<file path="src/rtl/ov7670_pkg.sv">
`timescale 1ns/1ps
`default_nettype none
// ============================================================================
// Module      : ov7670_pkg
// Description : Shared definitions for the OV7670 stream generator: pattern
//               mode encodings, the eight RGB565 colour-bar values, counter
//               widths and the frame FSM state encoding.
// Revision    : 1.0 - initial release
// ============================================================================
package ov7670_pkg;

    // Pattern select encodings, as seen on the mode input
    localparam logic [1:0] MODE_BARS  = 2'd0;
    localparam logic [1:0] MODE_RAMP  = 2'd1;
    localparam logic [1:0] MODE_CONST = 2'd2;
    localparam logic [1:0] MODE_CHECK = 2'd3;

    // Colour bars left to right; element 0 is the leftmost bar
    localparam logic [7:0][15:0] BAR_COLORS = {
        16'h0000, 16'h001F, 16'hF800, 16'hF81F,
        16'h07E0, 16'h07FF, 16'hFFE0, 16'hFFFF
    };

    // Counter widths; the timing parameters must fit inside these
    localparam int BYTE_CNT_W = 11;
    localparam int LINE_CNT_W = 10;
    localparam int X_W        = BYTE_CNT_W - 1;

    // Frame FSM states
    typedef enum logic [2:0] {
        ST_IDLE   = 3'd0,
        ST_VSYNC  = 3'd1,
        ST_VBACK  = 3'd2,
        ST_ACTIVE = 3'd3,
        ST_VFRONT = 3'd4
    } state_t;

endpackage
`default_nettype wire

</file>
<file path="src/rtl/ov7670_pixel_pattern.sv">
`timescale 1ns/1ps
`default_nettype none
// ============================================================================
// Module      : ov7670_pixel_pattern
// Description : Combinational RGB565 test-pattern generator.
//               mode        - pattern select (bars, ramp, constant, checker)
//               x, y        - pixel column and line inside the active window
//               const_color - colour used by the constant pattern
//               frame_odd   - bit 0 of the completed-frame count
//               pix         - RGB565 pixel value
// Revision    : 1.0 - initial release
// ============================================================================
module ov7670_pixel_pattern
    import ov7670_pkg::*;
#(
    parameter int H_ACTIVE = 640
) (
    input  logic [1:0]            mode,
    input  logic [X_W-1:0]        x,
    input  logic [LINE_CNT_W-1:0] y,
    input  logic [15:0]           const_color,
    input  logic                  frame_odd,
    output logic [15:0]           pix
);

    localparam int c_BAR_W = H_ACTIVE / 8;

    logic [2:0] w_bar;
    logic       w_unused_y;

    // Only y[5] drives the checker; the rest of the line index is unused
    assign w_unused_y = ^{y[LINE_CNT_W-1:6], y[4:0]};

    // Bar index by threshold comparison, avoiding a divider on x
    always_comb begin
        w_bar = 3'd0;
        for (int i = 1; i < 8; i++) begin
            if (x >= X_W'(i * c_BAR_W)) begin
                w_bar = 3'(i);
            end
        end
    end

    always_comb begin
        pix = 16'h0000;
        case (mode)
            MODE_BARS:  pix = BAR_COLORS[w_bar];
            MODE_RAMP:  pix = {x[7:3], x[7:2], x[7:3]};
            MODE_CONST: pix = const_color;
            MODE_CHECK: pix = (x[5] ^ y[5] ^ frame_odd) ? 16'hFFFF : 16'h0000;
            default:    pix = 16'h0000;
        endcase
    end

endmodule
`default_nettype wire

</file>
<file path="src/rtl/ov7670_stream_gen.sv">
`timescale 1ns/1ps
`default_nettype none
// ============================================================================
// Module      : ov7670_stream_gen
// Description : OV7670 camera-bus emulator. Produces pclk/vsync/href/d with
//               VGA-style frame timing carrying RGB565 test patterns.
//               clk, reset       - system clock, synchronous active-high reset
//               enable           - run request, sampled at frame boundaries
//               mode/const_color - pattern select and constant colour
//               pclk             - pixel clock, clk/2
//               vsync, href, d   - camera bus; d carries high byte first
//               frame_done       - one-clk pulse at the end of each frame
//               frame_count      - completed frames, wraps at 256
// Revision    : 1.0 - initial release
// ============================================================================
module ov7670_stream_gen
    import ov7670_pkg::*;
#(
    parameter int H_ACTIVE = 640,
    parameter int H_TOTAL  = 784,
    parameter int V_SYNC   = 3,
    parameter int V_BACK   = 17,
    parameter int V_ACTIVE = 480,
    parameter int V_FRONT  = 10
) (
    input  logic        clk,
    input  logic        reset,
    input  logic        enable,
    input  logic [1:0]  mode,
    input  logic [15:0] const_color,
    output logic        pclk,
    output logic        vsync,
    output logic        href,
    output logic [7:0]  d,
    output logic        frame_done,
    output logic [7:0]  frame_count
);

    localparam logic [BYTE_CNT_W-1:0] c_LINE_LAST   = BYTE_CNT_W'(2 * H_TOTAL - 1);
    localparam logic [BYTE_CNT_W-1:0] c_HREF_END    = BYTE_CNT_W'(2 * H_ACTIVE);
    localparam logic [LINE_CNT_W-1:0] c_SYNC_LAST   = LINE_CNT_W'(V_SYNC - 1);
    localparam logic [LINE_CNT_W-1:0] c_BACK_LAST   = LINE_CNT_W'(V_BACK - 1);
    localparam logic [LINE_CNT_W-1:0] c_ACTIVE_LAST = LINE_CNT_W'(V_ACTIVE - 1);
    localparam logic [LINE_CNT_W-1:0] c_FRONT_LAST  = LINE_CNT_W'(V_FRONT - 1);

    state_t                r_state;
    logic                  r_pclk;
    logic [BYTE_CNT_W-1:0] r_byte_cnt;
    logic [LINE_CNT_W-1:0] r_line_cnt;
    logic [1:0]            r_mode;
    logic [15:0]           r_const;
    logic                  r_vsync;
    logic                  r_href;
    logic [7:0]            r_d;
    logic                  r_done_pend;
    logic                  r_frame_done;
    logic [7:0]            r_frame_count;

    logic                  w_rise;
    logic                  w_line_end;
    logic                  w_phase_last;
    logic                  w_href_next;
    logic [15:0]           w_pix;
    logic [7:0]            w_byte;

    // pclk is low before this edge, so this edge drives it high
    assign w_rise      = ~r_pclk;
    assign w_line_end  = (r_byte_cnt == c_LINE_LAST);
    assign w_href_next = (r_state == ST_ACTIVE) && (r_byte_cnt < c_HREF_END);
    assign w_byte      = r_byte_cnt[0] ? w_pix[7:0] : w_pix[15:8];

    // Last line of the current vertical phase
    always_comb begin
        w_phase_last = 1'b0;
        case (r_state)
            ST_VSYNC:  w_phase_last = (r_line_cnt == c_SYNC_LAST);
            ST_VBACK:  w_phase_last = (r_line_cnt == c_BACK_LAST);
            ST_ACTIVE: w_phase_last = (r_line_cnt == c_ACTIVE_LAST);
            ST_VFRONT: w_phase_last = (r_line_cnt == c_FRONT_LAST);
            default:   w_phase_last = 1'b0;
        endcase
    end

    ov7670_pixel_pattern #(
        .H_ACTIVE (H_ACTIVE)
    ) u_pattern (
        .mode        (r_mode),
        .x           (r_byte_cnt[BYTE_CNT_W-1:1]),
        .y           (r_line_cnt),
        .const_color (r_const),
        .frame_odd   (r_frame_count[0]),
        .pix         (w_pix)
    );

    // Bus outputs are registered from the slot the counters point at, so
    // every output trails the counters by one pclk. frame_done follows the
    // same one-slot lag: it fires as the final blank slot of the frame ends,
    // which is also where the next frame's vsync would rise.
    always_ff @(posedge clk) begin
        if (reset) begin
            r_state       <= ST_IDLE;
            r_pclk        <= 1'b0;
            r_byte_cnt    <= '0;
            r_line_cnt    <= '0;
            r_mode        <= MODE_BARS;
            r_const       <= 16'h0000;
            r_vsync       <= 1'b0;
            r_href        <= 1'b0;
            r_d           <= 8'h00;
            r_done_pend   <= 1'b0;
            r_frame_done  <= 1'b0;
            r_frame_count <= 8'h00;
        end else begin
            r_pclk       <= ~r_pclk;
            r_frame_done <= 1'b0;
            if (w_rise) begin
                r_vsync      <= (r_state == ST_VSYNC);
                r_href       <= w_href_next;
                r_d          <= w_href_next ? w_byte : 8'h00;
                r_frame_done <= r_done_pend;
                r_done_pend  <= 1'b0;
                if (r_done_pend) begin
                    r_frame_count <= r_frame_count + 8'd1;
                end

                if (r_state == ST_IDLE) begin
                    r_byte_cnt <= '0;
                    r_line_cnt <= '0;
                    if (enable) begin
                        r_mode  <= mode;
                        r_const <= const_color;
                        r_state <= ST_VSYNC;
                    end
                end else if (!w_line_end) begin
                    r_byte_cnt <= r_byte_cnt + 1'b1;
                end else begin
                    r_byte_cnt <= '0;
                    if (!w_phase_last) begin
                        r_line_cnt <= r_line_cnt + 1'b1;
                    end else begin
                        r_line_cnt <= '0;
                        case (r_state)
                            ST_VSYNC:  r_state <= ST_VBACK;
                            ST_VBACK:  r_state <= ST_ACTIVE;
                            ST_ACTIVE: r_state <= ST_VFRONT;
                            ST_VFRONT: begin
                                // Only frame boundary where enable is honoured
                                // outside IDLE; mode is not re-latched here.
                                r_done_pend <= 1'b1;
                                r_state     <= enable ? ST_VSYNC : ST_IDLE;
                            end
                            default:   r_state <= ST_IDLE;
                        endcase
                    end
                end
            end
        end
    end

    assign pclk        = r_pclk;
    assign vsync       = r_vsync;
    assign href        = r_href;
    assign d           = r_d;
    assign frame_done  = r_frame_done;
    assign frame_count = r_frame_count;

endmodule
`default_nettype wire

</file>
<file path="config.mk">
export PLATFORM = sky130hd
export DESIGN_NAME = ov7670_stream_gen
export DESIGN_NICKNAME = d
export VERILOG_FILES = /design/src/rtl/ov7670_pkg.sv /design/src/rtl/ov7670_pixel_pattern.sv /design/src/rtl/ov7670_stream_gen.sv
export SDC_FILE = /design/constraint.sdc
export NUM_CORES = 1
export LEC_CHECK = 0
export CAP_MARGIN = 10
export CORE_UTILIZATION = 57
export DETAILED_ROUTE_END_ITERATION = 12
export DONT_BUFFER_PORTS = 1
export MAX_ROUTING_LAYER = met4
export PLACE_DENSITY = 0.75
export SLEW_MARGIN = 20
export SYNTH_ARGS = -nofsm -noshare
export SYNTH_HDL_FRONTEND = slang
export SYNTH_SLANG_ARGS = --single-unit
</file>
<file path="constraint.sdc">
create_clock -name clk -period 4.6 [get_ports clk]
set_input_delay 0.92 -clock clk [delete_from_list [all_inputs] [get_ports clk]]
set_output_delay 0.92 -clock clk [all_outputs]
set_load 0.02 [all_outputs]
</file>
# Yosys cells after proc, flatten, opt, wreduce, memory -nomap -nowiden
# Memories as Yosys holds them, arrays and structs flattened.
# Index checks and enable logic that the tools add are counted.
[classes] addsub=3 multipliers=0 div=0 magnitude_cmp=9 eq_ne=13 shift=0 mux=28 bitwise_logic=3 reduce_logical=10
[ops] operator="case mux 16 bit (4 select lines)" n=1
[ops] operator="2-to-1 mux 16 bit" n=2
[ops] operator="greater-or-equal comparator 10 x 9 -> 1 bit, second input constant" n=3
[ops] operator="2-to-1 mux 10 bit" n=3
[ops] operator="2-to-1 mux 3 bit" n=8
[ops] operator="2-to-1 mux 11 bit" n=2
[ops] operator="greater-or-equal comparator 10 x 8 -> 1 bit, second input constant" n=2
[ops] operator="2-to-1 mux 8 bit" n=2
[ops] operator="case mux 3 bit (4 select lines)" n=1
[ops] operator="adder 11 x 1 -> 11 bit, second input constant" n=1
[ops] operator="== test 11 bit, second input constant" n=1
[ops] operator="< comparator 11 bit, second input constant" n=1
[ops] operator="adder 10 x 1 -> 10 bit, second input constant" n=1
[ops] operator="== test 10 x 2 -> 1 bit, second input constant" n=1
[ops] operator="== test 10 x 4 -> 1 bit, second input constant" n=1
[ops] operator="== test 10 x 5 -> 1 bit, second input constant" n=1
[ops] operator="== test 10 x 9 -> 1 bit, second input constant" n=1
[ops] operator="greater-or-equal comparator 10 bit, second input constant" n=1
[ops] operator="greater-or-equal comparator 10 x 7 -> 1 bit, second input constant" n=1
[ops] operator="adder 8 x 1 -> 8 bit, second input constant" n=1
[ops] operator="== test 3 x 2 -> 1 bit, second input constant" n=2
[ops] operator="2-to-1 mux 1 bit" n=6
[ops] operator="== test 2 bit, second input constant" n=2
[ops] operator="< comparator 3 x 4 -> 1 bit, second input constant" n=1
[ops] operator="16 further kinds" n=20
[totals] reg_bits=63 latchBits=0 ramBits=0 romBits=128 in_bits=21 mem_count=1
[memory_table] name="(no name shown)" depth=8 word_bits=16 read_ports=1 rd_clocked_by_memory_dff=0 write_ports=0 line_no="ov7670_pixel_pattern.sv:47" rtl="MODE_BARS: pix = BAR_COLORS[w_bar];"

# Longest topological paths before layout
[depth] depth_word=13 depth_mapped=8

# By module
# Synthesis repeated with hierarchy kept, for this count alone.
[hier_totals] hier_cells=417 area_unflattened_um2=3248.1
[by_module_without_submodules] mod="ov7670_stream_gen" instances=1 cells_each=342 area_per_inst_um2=2795.2 seq_area_each_um2=1261.2
[by_module_without_submodules] mod="ov7670_pixel_pattern" instances=1 cells_each=75 area_per_inst_um2=452.9 seq_area_each_um2=0.0

# Worst setup path before layout
# No wires, ideal clock.
[synth_path] kind="reg-to-reg" start="reg r_byte_cnt[1]" end="reg r_state[1]" t_arrival_ns=1.875 slack_ns=2.603 path_stages_with_launch=8 synth_period_minus_slack_ns=1.997 path_cell_list="dfxtp_1 -> ha_1 -> nor2b_1 -> nand2_1 -> o22a_2 -> or4_4 -> o21ai_1 -> o31ai_1"
[synth_between] elab_chain_len=3
[synth_rtl] element="start: declaration" line_no="ov7670_stream_gen.sv:48" rtl="logic [BYTE_CNT_W-1:0] r_byte_cnt;"
[synth_rtl] element="start signal: assignment" line_no="ov7670_stream_gen.sv:135" rtl="r_byte_cnt <= r_byte_cnt + 1'b1;"
[synth_rtl] element="== test 11 bit" line_no="ov7670_stream_gen.sv:68" rtl="assign w_line_end = (r_byte_cnt == c_LINE_LAST);"
[synth_rtl] element="nonzero test 2 bit (no line)"
[synth_rtl] element="AND reduction 4 bit (no line)"
[synth_rtl] element="end signal: assignment" line_no="ov7670_stream_gen.sv:150" rtl="r_state <= enable ? ST_VSYNC : ST_IDLE;"
[synth_rtl] element="end: declaration" line_no="ov7670_stream_gen.sv:46" rtl="state_t r_state;"
# No other way between the ends.
# A chain may end at the register's enable or synchronous reset.

# Final worst setup path
[layout_path] start="reg r_pclk, in the netlist pclk" end="reg r_state[1]"
[layout_between] elab_chain_len=2
[layout_rtl] element="start: declaration" line_no="ov7670_stream_gen.sv:47" rtl="logic r_pclk;"
[layout_rtl] element="start signal: assignment" line_no="ov7670_stream_gen.sv:114" rtl="r_pclk <= ~r_pclk;"
[layout_rtl] element="inverter 1 bit (no line)"
[layout_rtl] element="AND reduction 4 bit (no line)"
# No other way between the ends.

==> reports/summary.txt <==
Placed Cells: 450
Seq cells post-synth: 63
Pleak: 1.18 nW
RSZ-0062 raised after global routing: no
Post-synth EDFFs: 0
Ys flop type: dfxtp_1
Drt wl/cell: 14.7 um
Layout cells sized above 1: 0.0658
Outcome: completed
Number of global-route vias before repair: 2573
First-pass GRT wire length: 11800 um
DIE AREA: 5910 um^2
DR vias/cell: 5.86
Clock sink count: 63
Yosys top cell by area: dfxtp_1
Final period util: 0.518
CP Capture Type: flop
Largest family of logic cells by synthesized area: simple AND/OR/NAND/NOR gates
GPL Wtd Cong: 0.890
CP startpoint kind: flop
Post-Synth Adder-Cell Area: 0.0180
Worst hold path cell count: 2
CTS tree: built
ANT nets after route: 0
Final setup margin: 2.22 ns
I/O Buffers: 0
Multiplexer share of the synthesized area: 0.00627
Residual DRC count: 0
Setup TNS: 0 ns
Worst-Skew Late Latency: 0.34 ns
Core area: 5240 um^2
Least-Margin Pin Slew: 0.932 ns
Drt first pass iters: 4
Relative slew slack: 0.378
Most frequent cell after synthesis: dfxtp_1
Vias: 2726
Fin. Hold Viols: 0
Syn Nets: 429
Synth-to-layout area growth: 3.53%
Post-synth ARST share: 0
Hold Path Class: reg -> reg
Global-route usage over all layers: 0.260
Maxcap violations: 0
Initial Utilization: 0.610
Top cells by count, synth: 63 x dfxtp_1, 59 x nand2_1, 50 x nor2_1
Hold Buf Count CTS: 0
Synth top area share: 0.395
Critical path type: reg -> reg
Synth Area in XOR/XNOR: 0.0701
# Post-CTS Setup Buffers: 0
Post-CTS resize count: 0
Fmax: 420 MHz
Clock transition at path regs: 0.07 ns
Synthesized cell area: 3190 um^2
Die width: 76.8 um
Post-DP HPWL: 4850 um
CTS Buf Count: 9
Antenna diode count: 0
Sequential fraction of the synthesis area: 0.395
Site Rows: 26
Worst VDD drop: 0.000318 V
Htree depth: 3
Global route overflow: 0
Post-Synth Simple-Gate Area: 0.285
DRT iter0 DRCs: 204
Warnings, synthesis: 0
# IOs: 41
Post-Place Setup Slack: 2.25 ns
CP arrival: 2.60 ns
Period minus WS final: 2.38 ns
WL final: 6840 um
Clk buf depth: 2
Final setup violation count: 0
Clk_skew: 0.00936 ns
Leading post-synthesis cells by cell area: dfxtp_1 39%, nand2_1 6.9%, a21oi_1 6.7%, nor2_1 5.9%, xor2_1 3.8%
Critical Path RT: 4.82 ns
Worst reg-to-reg path cell count: 6
Compound-cell area share of the yosys netlist: 0.169
CTS root buffer: clkbuf_8
Mean Syn Cell Area: 7.88 um^2
Layout Nets: 415
Initial antenna violation count: 0
Final Max Tran Viols: 0
CP max FO: 23
Cells after Synth: 405
DIE HEIGHT: 76.8 um
Post-synthesis cell type count: 56
Largest net degree at the start of global routing: 45
Post-Layout Cell Count: 465
Min Hold Slack: 0.447 ns
P per Cell Area: 331 nW/um^2
## state kept, by name, summed over array words and instances (netlist names)
name         count
r_const         16
r_byte_cnt      11
r_line_cnt      10
d                8
frame_count      8
r_state          3
r_mode           2
frame_done       1
href             1
pclk             1
r_done_pend      1
vsync            1
## cell usage in the layout (no fill, tap or decap), types with 4 or more instances in the layout
| cell | Yosys | routed |
|---|---|---|
| dfxtp_1 | 63 | 63 |
| nand2_1 | 59 | 59 |
| nor2_1 | 50 | 50 |
| a21oi_1 | 43 | 43 |
| o21ai_0 | 15 | 15 |
| nand2b_1 | 15 | 15 |
| xor2_1 | 14 | 14 |
| inv_1 | 11 | 11 |
| clkbuf_8 | 1 | 10 |
| nand3_1 | 9 | 9 |
| nor2b_1 | 9 | 9 |
| nor3_1 | 9 | 9 |
| nand4_1 | 9 | 9 |
| xnor2_1 | 9 | 9 |
| and3_1 | 6 | 6 |
| and2_1 | 4 | 4 |
| a211o_1 | 4 | 4 |
## power by group
group          internal [mW]  switching, mW  total, mW
clock                  0.204          0.209      0.413
combinational         0.0380         0.0564     0.0944
sequential             0.561         0.0238      0.585
total                  0.804          0.289       1.09
## kinds of logic after synthesis
| group | Yosys count |
|---|---|
| compound gates | 88 |
| xor+xnor | 24 |
| fa+ha+maj | 5 |
| buf+inv | 36 |
| flops | 63 |
| mux | 2 |
| simple gates | 187 |
## metrics by stage
stage	utilization	total power, mW	instance area, um^2
final	0.631	1.09	3310
after global routing	0.631	1.14	3310
after CTS	0.631	1.10	3310
after detailed placement	0.600	0.691	3140
after global placement	0.600	0.689	3140
after floorplan	-	0.679	3190
## critical path, stage by stage, from the launching register on
cell and delay, ns:
dfxtp_1 0.62, nor2b_1 0.42, nand2_1 0.17, o22a_2 0.25
or4_4 0.57, o21ai_1 0.15, o31ai_1 0.08
## cell type report
| class | instances | area, um^2 |
|---|---|---|
| Clock inverter | 4 | 22.5 |
| Fill cell | 467 | 1930 |
| Sequential cell | 63 | 1260 |
| Multi-Input combinational cell | 306 | 1750 |
| Inverter | 11 | 41.3 |
| Tap cell | 70 | 87.6 |
| Clock buffer | 11 | 141 |
## path summary, 6_finish.rpt
kind	from	end	slack, ns
hold reg to reg	r_const[1]	r_const[1]	0.45
setup / recovery	pclk	r_state[1]	2.22
hold / removal	r_const[1]	r_const[1]	0.45
setup reg to reg	pclk	r_state[1]	2.22
## layer usage
layer | vias up | global-route usage | wire (um)
met5 | - | - | 0
met4 | 0 | 0.117 | 114
met3 | 8 | 0.0762 | 481
met2 | 80 | 0.389 | 3150
met1 | 1277 | 0.323 | 3100
li1 | 1361 | - | -
(Power assumes the default switching activity.)
